--- src/rtl/if_fetch_ctrl.sv ---
// Instruction-fetch controller: owns the PC, drives the combinational instruction
// memory address and fills the IF/ID slot under a valid/ready handshake.
module if_fetch_ctrl #(
  parameter logic [31:0] RESET_PC     = 32'h0,
  parameter int unsigned PC_STEP      = 1,
  parameter bit          START_HALTED = 1'b0
) (
  input  logic        clk,
  input  logic        rst,
  output logic [31:0] imem_addr,
  input  logic [31:0] imem_data,
  output logic        out_valid,
  input  logic        out_ready,
  output logic [31:0] out_instr,
  output logic [31:0] out_pc,
  input  logic        redirect_valid,
  input  logic [31:0] redirect_pc,
  input  logic        halt_req,
  input  logic        resume,
  output logic        halted,
  output logic [31:0] fetch_count
);

  localparam int unsigned XLEN = 32;

  typedef enum logic {
    RUN  = 1'b0,
    HALT = 1'b1
  } state_t;

  localparam state_t RESET_STATE = START_HALTED ? HALT : RUN;

  state_t            state_q, state_d;
  logic [XLEN-1:0]   pc_q, pc_d;
  logic              valid_q, valid_d;
  logic [XLEN-1:0]   instr_q, instr_d;
  logic [XLEN-1:0]   opc_q, opc_d;
  logic [XLEN-1:0]   cnt_q, cnt_d;
  logic              slot_free_c;
  logic              fetch_c;

  // State and datapath registers
  always_ff @(posedge clk) begin
    if (rst) begin
      state_q <= RESET_STATE;
      pc_q    <= RESET_PC;
      valid_q <= 1'b0;
      instr_q <= '0;
      opc_q   <= '0;
      cnt_q   <= '0;
    end else begin
      state_q <= state_d;
      pc_q    <= pc_d;
      valid_q <= valid_d;
      instr_q <= instr_d;
      opc_q   <= opc_d;
      cnt_q   <= cnt_d;
    end
  end

  // Next-state: redirect > halt > resume > fetch
  always_comb begin
    state_d     = state_q;
    pc_d        = pc_q;
    valid_d     = valid_q;
    instr_d     = instr_q;
    opc_d       = opc_q;
    cnt_d       = cnt_q;
    slot_free_c = !valid_q || out_ready;
    fetch_c     = (state_q == RUN) && slot_free_c && !redirect_valid && !halt_req;

    if (halt_req) begin
      state_d = HALT;
    end else if (!redirect_valid && resume && (state_q == HALT)) begin
      state_d = RUN;
    end

    if (redirect_valid) begin
      // Flush: the slot is dropped even if decode was accepting it
      pc_d    = redirect_pc;
      valid_d = 1'b0;
    end else if (fetch_c) begin
      instr_d = imem_data;
      opc_d   = pc_q;
      valid_d = 1'b1;
      pc_d    = pc_q + XLEN'(PC_STEP);
      cnt_d   = cnt_q + XLEN'(1);
    end else if (valid_q && out_ready) begin
      valid_d = 1'b0;
    end
  end

  assign imem_addr   = pc_q;
  assign out_valid   = valid_q;
  assign out_instr   = instr_q;
  assign out_pc      = opc_q;
  assign halted      = (state_q == HALT);
  assign fetch_count = cnt_q;

endmodule
--- config.mk ---
export PLATFORM = sky130hd
export DESIGN_NAME = if_fetch_ctrl
export DESIGN_NICKNAME = d
export VERILOG_FILES = /design/src/rtl/if_fetch_ctrl.sv
export SDC_FILE = /design/constraint.sdc
export NUM_CORES = 1
export LEC_CHECK = 0
export CAP_MARGIN = 0
export CELL_PAD_IN_SITES_DETAIL_PLACEMENT = 0
export CELL_PAD_IN_SITES_GLOBAL_PLACEMENT = 1
export CORE_MARGIN = 5
export CORE_UTILIZATION = 35
export CTS_CLUSTER_SIZE = 28
export DETAILED_ROUTE_END_ITERATION = 8
export GPL_TIMING_DRIVEN = 0
export MAX_ROUTING_LAYER = met4
export PLACE_DENSITY = 0.95
export SETUP_SLACK_MARGIN = 0.3
export SYNTH_ARGS = -nofsm -noshare
export SYNTH_HDL_FRONTEND = slang
export SYNTH_SLANG_ARGS = --single-unit
--- constraint.sdc ---
create_clock -name clk -period 4.5 [get_ports clk]
set_clock_uncertainty 0.15 [all_clocks]
set_input_delay 1.35 -clock clk [delete_from_list [all_inputs] [get_ports clk]]
set_output_delay 1.35 -clock clk [all_outputs]
set_load 0.02 [all_outputs]
======== After elaboration in Yosys (flattened, before gate mapping) ========
Cells that the tools add are included.
operators by class
  bitwise logic cells ..................... 2
  div/mod/pow operators ................... 0
  reduce and logical (&&, ||, !) cells .... 15
  shift-type cells ........................ 0
  equal/unequal tests ..................... 0
  multiply operators ...................... 0
  $lt $le $gt $ge ......................... 0
  $add $sub $neg .......................... 2
  muxes and demuxes ....................... 6
operator list
  operator                                        count
  adder 32 x 1 -> 32 bit (second input constant)  2
  two-way mux 32 bit                              2
  logical AND 1 bit                               6
  nonzero test 2 bit                              3
  two-way mux 1 bit                               4
  zero test 1 bit                                 3
  inverter 1 bit                                  2
  AND reduction 2 bit                             1
  OR reduction 2 bit                              1
  logical OR 1 bit                                1
word-level totals
  input port bits ......................... 70
  ROM bits ................................ 0
  latch bits .............................. 0
  logic and storage cells ................. 31
  register bits ........................... 130
  memory bits (writable) .................. 0
  memories kept ........................... 0

======== Depth between registers and ports, before layout ========
Gate-level depths: netlist (run 1).
  depth in word-level cells ............... 7
  gate-level depth with buffers ........... 8
  mapped depth without buffers ............ 6

======== Worst setup path before layout (run 1) ========
Ideal clock, no wire load.
  path kind ............................... in2reg
  start ................................... input port halt_req
  end ..................................... register cnt_q[24], in the netlist fetch_count[24]
  setup slack ............................. 1.609 ns
  required time ........................... 4.280 ns
  data arrival time ....................... 2.670 ns
  cell stages on the path ................. 7
  cell sequence ........................... or2_1 > buf_6 > nor4_4 > nand4_1 > buf_2 > or3_1 > a21oi_1
on the way
  cells in the longest elaborated chain, start to end .. 3
ends and longest elaborated chain
  item                           RTL line  RTL
  from (decl)                    18        input logic halt_req,
  zero test 1 bit                70        fetch_c = (state_q == RUN) && slot_free_c && !redirect_valid && !halt_req;
  logical AND 1 bit              70
  AND reduction 2 bit (no line)  -
  to (signal assigned)           57        cnt_q <= cnt_d;
  to (decl)                      38        logic [XLEN-1:0] cnt_q, cnt_d;
Every way passes these cells.
A chain may end at the register's enable or synchronous reset.

======== Final worst setup path (run 1) ========
  start ................................... input port halt_req
  end ..................................... register instr_q[22], in the netlist out_instr[22]
on the way
  cells in the longest elaborated chain, start to end .. 3
ends and longest elaborated chain
  item                           RTL line  RTL
  zero test 1 bit                70
  logical AND 1 bit              70
  AND reduction 2 bit (no line)  -
  to (signal assigned)           55        instr_q <= instr_d;
  to (decl)                      36        logic [XLEN-1:0] instr_q, instr_d;
Every way passes these cells.

==> flow_metrics.py, run 1 <==
metrics = {
    "drt": {
        "ant_nets": 0,
        "dr.pass1.iters": 6,
        "vias_per_cell": 5.09,
        "via_count": 5892,
        "wl_mm": 19.2,
        "drc": 0,
        "wl_per_cell_um": 16.6,
        "drtIter0Drc": 431,
    },
    "yosys": {
        "synth_cell_type_count": 50,
        "synth.area.mux_share": 0.00725,
        "synth_edf_count": 0,
        "yosysWarnings": 0,
        "syn-num-nets": 784,
        "syn-cell-area_um2": 5700,
        "syn_avg_cell_area_um2": 8.00,
        "synth_top_family_by_area": "simple AND/OR/NAND/NOR gates",
        "synth-main-ff-cell": "dfxtp_1",
        "synth_top_cell_area_share": 0.457,
        "synth_xor_xnor_area_share": 0.0554,
        "synth_area_leaders": "dfxtp_1 46%, nand2_1 11%, a21oi_1 9.1%",
        "yosys.area_share.simple": 0.291,
        "yosysSeqAreaShare": 0.457,
        "synth-seq-cells": 130,
        "synthArstFlopShare": 0,
        "synth_cells": 712,
        "synthAdderAreaFrac": 0.00439,
        "synth_compound_area_frac": 0.147,
        "synth_area_leader_cell": "dfxtp_1",
    },
    "placement": {
        "dpl.hpwl_mm": 14.0,
        "post-place-ws_ns": 0.665,
        "place_area_um2": 7940,
        "numPortBuffers": 197,
        "gp_congestion": 0.840,
    },
    "timing": {
        "fin_crit_ns": 3.42,
        "max_freq_ghz": 0.292,
        "rsz0062_at_grt": "no",
        "whs_ns": 0.301,
        "hold_viol_final": 0,
        "setup_viol": 0,
        "worst_slack_ns": 1.08,
        "max_slew_margin": 0.505,
        "maxSlewViolCount": 0,
        "tightest_slew_ns": 0.742,
        "fin_setup_tns_ns": 0,
        "final.period_utilization": 0.760,
    },
    "run_status": {
        "status": "completed",
    },
    "worst_setup_path": {
        "startpoint_type": "input pin",
        "worstPathRequired_ns": 4.70,
        "cp_max_fo": 10,
        "cp_data_arrival_time_ns": 3.62,
        "crit_path_end_kind": "register",
        "worst_r2r_path_depth": 8,
        "crit_type": "in -> reg",
    },
    "clocking": {
        "cts_buffers": 17,
        "cts_buffer_depth": 2,
        "clk_pin_slew_ns": 0.06,
        "clock-sinks": 130,
        "root_buffer": "clkbuf_16",
        "clock_latency_ns": 0.42,
        "post_cts_buffers": 0,
        "cts_hold_buffers": 0,
        "cts-htree-levels": 4,
        "ctsResizeCount": 0,
        "cts_tree": "built",
    },
    "floorplan": {
        "fp.dieArea_um2": 18900,
        "die_w_um": 138,
        "fp.dieH_um": 138,
        "num_io_pins": 200,
        "core_um2": 15900,
        "start_util": 0.357,
        "fp-row-count": 46,
    },
    "layout": {
        "fillers": 1493,
        "layout_commonest_cell": "clkdlybuf4s50_1",
        "layout_common_cells": "197 x clkdlybuf4s50_1, 172 x nand2_1, 130 x dfxtp_1",
        "fin_area_um2": 8580,
        "nets": 1000,
        "syn2layout_area_growth_pct": 50.6,
        "drive_gt1_frac": 0.0574,
        "fin_util": 0.538,
        "diodes": 0,
    },
    "power_and_ir_drop": {
        "sequentialPowerShare": 0.403,
        "p_leak_nw": 2.91,
        "switching_power_mw": 0.734,
        "peakVddDrop_v": 0.000233,
        "sw_frac_of_total": 0.239,
        "intPower_mw": 2.33,
        "pwr-share-clk": 0.485,
        "comb_power_share": 0.112,
        "pwr_density_cell_nw_per_um2": 358,
    },
    "global_routing": {
        "grt-ovfl-total": 0,
        "grt_pass1_vias": 5726,
        "grt_max_degree": 17,
        "grt_pass1_wl_mm": 29.9,
        "grt_antenna_before_repair": 0,
        "track_usage": 0.207,
    },
    "worst_hold_path": {
        "holdPathStages": 2,
        "min_path_type": "reg -> reg",
    },
    "job": {
        "drv_cap": 0,
    },
}
-- power groups by stage --
stage	Sequential, mW	Combinational, mW	Clock, mW
2_1_floorplan	1.30	0.114	0
3_3_place_gp	1.26	0.340	0
3_5_place_dp	1.26	0.342	0
4_1_cts	1.24	0.345	1.51
5_1_grt	1.24	0.369	1.56
6_report	1.24	0.343	1.49
-- cells in the mapped netlist (13+ instances only) --
cell type / number
nand2_1: 172
nor2_1: 37
or3_1: 13
a21oi_1: 103
o21ai_0: 16
dfxtp_1: 130
xor2_1: 18
clkbuf_1: 33
xnor2_1: 18
nand4_1: 23
nand3_1: 22
-- metal layers --
layer / up-vias / wire length (µm) / global-route usage
met5: - / 0 / -
li1: 2913 / - / -
met3: 25 / 1380 / 0.0486
met4: 0 / 273 / 0.0610
met1: 2743 / 8570 / 0.269
met2: 211 / 8960 / 0.323
-- path summary, 6_finish.rpt --
kind	start	endpoint	slack, ns
max	halt_req	out_instr[22]	1.08
min	out_pc[30]	out_pc[30]	0.30
max reg2reg	halted	out_instr[22]	2.11
min reg2reg	out_pc[30]	out_pc[30]	0.30
-- stage by stage --
stage          instances  power [mW]
2_1_floorplan        712        1.41
3_3_place_gp        1125        1.60
3_5_place_dp        1125        1.60
4_1_cts             1157        3.09
5_1_grt             1157        3.17
6_report            1157        3.07
-- flip-flops by register name (all words and copies together) (netlist names) --
register     cells
halted           1
imem_addr       32
out_valid        1
out_pc          32
fetch_count     32
out_instr       32
-- worst max-delay path, stage by stage --
cell and delay, ns:
clkdlybuf4s50_1 0.44, or2_1 0.23, buf_6 0.16, nor3_2 0.28, buf_2 0.33, buf_2 0.33
buf_2 0.28, nand2_1 0.09, a21oi_1 0.12
-- cell type report --
class	count	area (µm²)	share of cell area
flip-flops and latches	130	2600	0.303
well taps	216	270	0.0315
repair buffers	197	1970	0.230
inverters	10	37.5	0.00438
clock inverters	10	154	0.0179
clock buffers	22	484	0.0565
plain buffers	44	181	0.0212
multi-input cells	528	2870	0.335
-- kinds of logic after synthesis --
kind of cell	count (synthesis)
flops	130
mux	4
buf+inv	54
compound gates	150
xor+xnor	36
simple gates	336
fa+ha+maj	2
No activity file was read; power rests on OpenSTA's default activity.
==> inputs of run 2 (changes only) <==
--- a/config.mk
+++ b/config.mk
@@ -9,12 +9,12 @@
 export CELL_PAD_IN_SITES_DETAIL_PLACEMENT = 0
 export CELL_PAD_IN_SITES_GLOBAL_PLACEMENT = 1
 export CORE_MARGIN = 5
-export CORE_UTILIZATION = 35
+export CORE_UTILIZATION = 29
 export CTS_CLUSTER_SIZE = 28
 export DETAILED_ROUTE_END_ITERATION = 8
 export GPL_TIMING_DRIVEN = 0
 export MAX_ROUTING_LAYER = met4
-export PLACE_DENSITY = 0.95
+export PLACE_DENSITY = 0.85
 export SETUP_SLACK_MARGIN = 0.3
 export SYNTH_ARGS = -nofsm -noshare
 export SYNTH_HDL_FRONTEND = slang
==> constraint.sdc (replaced) <==
create_clock -name clk -period 2.9 [get_ports clk]
set_clock_uncertainty 0.15 [all_clocks]
set_input_delay 0.87 -clock clk [delete_from_list [all_inputs] [get_ports clk]]
set_output_delay 0.87 -clock clk [all_outputs]
set_load 0.02 [all_outputs]
==> flow_metrics.py, run 2 (synthesis results as in run 1) <==
metrics = {
    "placement": {
        "dpl.hpwl_mm": 14.5,
        "placedCellCount": 1174,
        "post-place-ws_ns": -0.582,
        "numPortBuffers": 197,
        "gp_congestion": 0.795,
    },
    "run_status": {
        "status": "completed",
    },
    "layout": {
        "drive_gt1_frac": 0.0875,
        "fin_util": 0.454,
        "nets": 1008,
        "syn2layout_area_growth_pct": 54.8,
        "diodes": 0,
        "stdcell_count": 1214,
        "layout_common_cells": "172 x nand2_1, 170 x clkdlybuf4s50_1, 130 x dfxtp_1",
        "layout_commonest_cell": "nand2_1",
    },
    "job": {
        "drv_cap": 0,
    },
    "clocking": {
        "cts-htree-levels": 4,
        "clock-sinks": 130,
        "cts_hold_buffers": 0,
        "cts_buffer_depth": 2,
        "clock_latency_ns": 0.42,
        "root_buffer": "clkbuf_16",
        "cts_buffers": 17,
        "cts_tree": "built",
        "clk_pin_slew_ns": 0.06,
    },
    "timing": {
        "hold_viol_final": 0,
        "max_freq_ghz": 0.395,
        "final.period_utilization": 0.873,
        "maxSlewViolCount": 0,
        "setup_viol": 0,
        "rsz0062_at_grt": "no",
        "fin_crit_ns": 2.53,
        "whs_ns": 0.303,
        "worst_slack_ns": 0.369,
        "fin_setup_tns_ns": 0,
        "tightest_slew_ns": 0.750,
        "max_slew_margin": 0.500,
    },
    "global_routing": {
        "track_usage": 0.184,
        "grt_antenna_before_repair": 0,
        "grt_pass1_vias": 5642,
        "grt_max_degree": 17,
        "grt-ovfl-total": 0,
        "grt_pass1_wl_mm": 31.2,
    },
    "worst_hold_path": {
        "min_path_type": "reg -> reg",
        "hold_path_startpoint": "out_instr[28]",
    },
    "worst_setup_path": {
        "slowest_stage": "clkdlybuf4s50_1",
        "startpoint": "fetch_count[3]",
        "path_cells": "clkdlybuf4s50_1",
        "critical-path-top-delay-family": "buffers and inverters",
        "crit_buf_inv": 1,
        "worstPathRequired_ns": 1.88,
        "cp_data_arrival_time_ns": 1.51,
        "crit_type": "reg -> out",
        "crit_path_end_kind": "output pin",
        "r2r_start": "imem_addr[0]",
        "cp_max_fo": 6,
        "crit_path_max_incr_delay_ns": 0.65,
        "startpoint_type": "register",
    },
    "drt": {
        "via_count": 5890,
        "drc": 0,
        "wl_per_cell_um": 16.7,
        "ant_nets": 0,
        "dr.pass1.iters": 5,
        "wl_mm": 20.3,
        "vias_per_cell": 4.85,
        "drtIter0Drc": 324,
    },
    "power_and_ir_drop": {
        "pwr_density_cell_nw_per_um2": 553,
        "peakVddDrop_v": 0.000401,
        "p_leak_nw": 3.28,
    },
    "floorplan": {
        "fp.dieArea_um2": 22500,
        "fp.dieH_um": 150,
        "start_util": 0.294,
        "fp-row-count": 51,
        "num_io_pins": 200,
        "die_w_um": 150,
        "core_um2": 19400,
    },
}
-- run 2: worst paths after layout --
kind / endpoint / depth (start not counted) / slack, ns
min reg2reg: out_instr[28] / 2 / 0.30
min: out_instr[28] / 2 / 0.30
max: fetch_count[3] / 1 / 0.37
max reg2reg: imem_addr[18] / 6 / 0.70
-- run 2: where the power goes --
| part | leakage (nW) | internal, mW | switching (mW) |
|---|---|---|---|
| Sequential | 1.06 | 1.85 | 0.0723 |
| Clock | 0.316 | 1.57 | 0.849 |
| Combinational | 1.90 | 0.251 | 0.286 |
-- run 2: layout make-up --
class | instances | area (µm²)
Fill cell | 1968 | 10600
Multi-Input combinational cell | 528 | 2900
Sequential cell | 130 | 2600
Timing Repair Buffer | 205 | 2050
Clock buffer | 19 | 453
Tap cell | 265 | 332
Buffer | 44 | 230
Clock inverter | 13 | 205
Inverter | 10 | 37.5
-- run 2: through the flow --
step	total power, mW	instance area [µm²]
5_1_grt	5.07	8810
6_report	4.88	8810
4_1_cts	4.93	8730
3_3_place_gp	2.49	8000
3_5_place_dp	2.49	8000
2_1_floorplan	2.19	5700
-- run 2: per-layer routing --
metal | wire [µm] | track usage | up-vias
li1 | - | - | 2954
met1 | 9340 | 0.244 | 2732
met2 | 9330 | 0.278 | 183
met3 | 1230 | 0.0439 | 21
met4 | 365 | 0.0558 | 0
met5 | 0 | - | -
-- run 2: what timing repair did --
| item | 4_1_cts | 5_1_grt |
|---|---|---|
| endpoints found under the setup margin | 115 | 122 |
| gates resized for setup | 33 | 32 |
| gates cloned | 1 | 1 |
| pin swaps | 4 | 3 |
| setup buffers | 4 | 2 |
==> variant 1 (settings of run 2) <==
`START_HALTED`: 1'b0 -> 1'b1.
--- a/src/rtl/if_fetch_ctrl.sv
+++ b/src/rtl/if_fetch_ctrl.sv
@@ -3,7 +3,7 @@
 module if_fetch_ctrl #(
   parameter logic [31:0] RESET_PC     = 32'h0,
   parameter int unsigned PC_STEP      = 1,
-  parameter bit          START_HALTED = 1'b0
+  parameter bit          START_HALTED = 1'b1
 ) (
   input  logic        clk,
   input  logic        rst,
Behaviour: not the same (Yosys sat finds a counterexample within 4 cycles, from zero or initial values and one cycle with rst high).
==> variant 1 against run 2 <==
  * Wire length fell by 6.9%
  * Worst setup slack got worse by 19 ps
  * Power fell by 11%
  * Synthesized cell count fell by 2.7%
  * Sequential cell count did not move
  * Combinational power fell by 34%
  * Cell area fell by 2.6%
  * Sequential power fell by 2%
  * Synthesized area fell by 2.4%
  * Global-route usage fell by 0.90 points
  * Largest power group unchanged
==> variant 1: results (changes against run 2) <==
cp_max_fo: 5  # -1
io_buffers: 199  # +1.0%
p_seq_share_pct: 43.5  # +4.2 points
worst_ep_arrival_time_ps: 2730  # +1220 ps
layout-drive-gt1-share_pct: 6.91  # -1.8 points
met3_length_um: 1630  # +32%
drt-pass1-iter-count: 4  # -1
outcome: "finished clean"
synth.distinct_cells: 37  # -26%
fill_cells: 1868  # -5.1%
synth_cells: 693  # -2.7%
track_usage_pct: 17.5  # -0.90 points
max_stage_delay_ps: 320  # -330 ps
r2r_end: "fetch_count[30]"
routabilityCongestion: 0.791  # -0.50%
pre_cts_ws_ps: -1020  # -441 ps
hold_end: "out_pc[11]"
seq_area_frac_synth_pct: 46.8  # +1.1 points
hold_start: "out_pc[11]"
synthTopCellsByArea: "dfxtp_1 (47%), nand2_1 (11%), a21oi_1 (7.0%), xnor2_1 (5.5%), nor2_1 (3.6%)"
power.switching_mw: 0.985  # -18%
grt_pass1_vias: 5416  # -4.0%
irDropWorstVdd_uv: 386  # -3.7%
r2r_setup_slack_ps: 630  # -70 ps
reg2reg_depth: 7  # +1
stdcell_count: 1164  # -4.1%
grt_use_met1_pct: 21.1  # -3.3 points
whs_ps: 300  # -2.86 ps
variant 1: cell types whose count changed after synthesis, moves of 5 or more:
cell,change
a211oi_1,+11
a21oi_1,-25
and3_1,-7
buf_2,-7
clkbuf_1,+9
inv_1,-5
nand4_1,-5
nor2_1,+17
nor4_1,+16
o21ai_0,-11
o22ai_1,-5
or3_1,-7
xnor2_1,+17
variant 1: cell type report:
type / count / area, um^2 / area share, %
multi-input combinational: 510 / 2820 / 32.8
sequential: 130 / 2600 / 30.3
timing repair buffer: 203 / 2040 / 23.7
clock buffer: 25 / 485 / 5.66
tap: 234 / 293 / 3.41
buffer: 48 / 239 / 2.78
clock inverter: 5 / 77.6 / 0.904
inverter: 5 / 18.8 / 0.219
antenna: 4 / 10.0 / 0.117
variant 1: cells by family (layout without fill, tap and decap cells):
group,Yosys count,count (layout),share of synthesized area [%]
AO/OA/AOI/OAI,110,110,11.2
AND/OR/NAND/NOR,340,340,28.4
XOR/XNOR,55,55,8.66
other,0,4,0
multiplexers,3,3,0.562
adder cells (fa/ha/maj),2,2,0.450
flip-flops,130,130,46.8
buffers and inverters,53,286,3.98
variant 1: critical path: cells and delay by family:
kind,cells,cell delay [ps]
buffers and inverters,3,520
AOI/OAI and AO/OA,1,150
and+or+nand+nor,4,1180
variant 1: worst max-delay path by stage:
| stage | slack (ps) | depth (start not counted) | end | from |
|---|---|---|---|---|
| global route | 290 | 7 | fetch_count[14] | halt_req |
| finish | 350 | 8 | fetch_count[30] | halt_req |
| detailed placement | -1020 | 8 | out_instr[24] | out_ready |
| floorplan | 290 | 7 | imem_addr[25] | halt_req |
| global placement | -1050 | 8 | out_instr[29] | out_ready |
| CTS | 300 | 1 | imem_addr[18] | imem_addr[18] |
==> variant 2 (settings of run 2) <==
Without the edit above. Make the reset (`rst`) asynchronous in one clocked block.
--- a/src/rtl/if_fetch_ctrl.sv
+++ b/src/rtl/if_fetch_ctrl.sv
@@ -40,7 +40,7 @@
   logic              fetch_c;
 
   // State and datapath registers
-  always_ff @(posedge clk) begin
+  always_ff @(posedge clk or posedge rst) begin
     if (rst) begin
       state_q <= RESET_STATE;
       pc_q    <= RESET_PC;
Check against the original RTL: differs if rst is asserted again (counterexample within 4 cycles, from zero or initial values and one cycle with rst high); with rst held inactive, the same outputs for 4 cycles.
==> variant 2 against run 2 <==
  * Synthesized cell count fell by 12%
  * Wire length down 9.7%
  * Cell area up 0.31%
  * Worst setup slack worse by 55 ps
  * Sequential cell count is the same
  * Synthesized area is 0.86% higher
  * Critical path type is now in -> reg
Power is not compared: it rests on default switching activity, and its combinational part moved more than twofold at a synthesized area within 25%.
==> variant 2: results (changes against run 2) <==
outcome: "finished clean"
r2r_end: "imem_addr[28]"
placed_cell_area_mm2: 0.00814  # +1.8%
m1WireLength_um: 8120  # -13%
synthesis.nets: 698  # -11%
worst_ep_arrival_time_ps: 2760  # +1250 ps
cp_max_fo: 2  # -4
reg2reg_from: "halted"
whs_path_depth: 1  # -1
fill_cells: 1903  # -3.3%
ys_async_sr_fraction_pct: 100  # +100 points
seq_area_frac_synth_pct: 56.6  # +11 points
routabilityCongestion: 0.796  # about the same
tightest_slew_ps: 633  # -117 ps
grt_pass1_vias: 5225  # -7.4%
io_buffers: 199  # +1.0%
route.met2.wl_um: 8970  # -3.8%
cp_slowest_cell: "or4_4"
whs_ps: 318  # +15.2 ps
synth_cells: 626  # -12%
hold_start: "fetch_count[31]"
wl_um: 18300  # -9.7%
synthTopCellsByCount: "nand2_1 (243), dfrtp_1 (130), xnor2_1 (41)"
grtUsageMet3_pct: 3.55  # -0.84 points
max_stage_delay_ps: 540  # -110 ps
grtUsageMet2_pct: 26.5  # -1.3 points
grt_pass1_wl_um: 28400  # -9.0%
hold_end: "fetch_count[31]"
grt_max_degree: 40  # +23
stdcell_count: 1133  # -6.7%
met3_length_um: 923  # -25%
drt_iter0_markers: 285  # -12%
variant 2: cell count changes in the layout (fill, tap and decap cells not counted), sizes merged, moves of 8 or more:
cell / change
nand2: +71
a21oi: -102
dfxtp: -130
a211oi: -8
o21ai: +12
dfrtp: +130
or3: -8
nor2: -13
clkdlybuf4s50: +13
nand4: -12
xnor2: +23
variant 2: logic make-up after synthesis:
group,after synthesis,share of synthesized area [%]
AOI/OAI and AO/OA,40,3.90
xor gates and xnor gates,56,8.54
adders and majority gates,2,0.436
buffers and inverters,34,2.24
DFF,130,56.6
muxes,3,0.523
and+or+nand+nor,361,27.7
variant 2: repair_timing:
action,CTS,global route
setup buffers,7,0
gates resized for setup,29,15
endpoints found under the setup margin,88,25
gates cloned,0,0
pin swaps,6,1
variant 2: final cells by class:
class	instances	area (um^2)	share of cell area (%)
Inverter	7	30.0	0.340
Sequential cell	130	3250	36.8
Timing Repair Buffer	209	2120	24.0
Buffer	27	125	1.42
Clock inverter	9	104	1.17
Tap cell	265	332	3.75
Clock buffer	23	478	5.41
Antenna cell	1	2.50	0.0283
Multi-Input combinational cell	462	2400	27.1
variant 2: metrics by stage:
stage	TNS [ps]	power [mW]
finish	0	5.91
global route	0	6.19
CTS	0	5.99
detailed placement	-40790	3.84
global placement	-177870	3.81
floorplan	0	2.99
variant 2: worst max-delay path by stage:
stage,cells past startpoint,end,start,slack (ps)
floorplan,6,imem_addr[28],out_ready,140
detailed placement,9,out_pc[27],out_ready,-720
global route,7,imem_addr[28],halt_req,250
CTS,7,imem_addr[28],halt_req,280
global placement,2,out_pc[1],rst,-1080
finish,7,imem_addr[28],halt_req,310
variant 2: worst register-to-register path, cell delays in order, from the launching register on:
cell and delay [ps]:
dfrtp_1 440, or2_4 270, or4_4 540, buf_6 130, or3_4 380, or3_1 340
a31oi_1 150
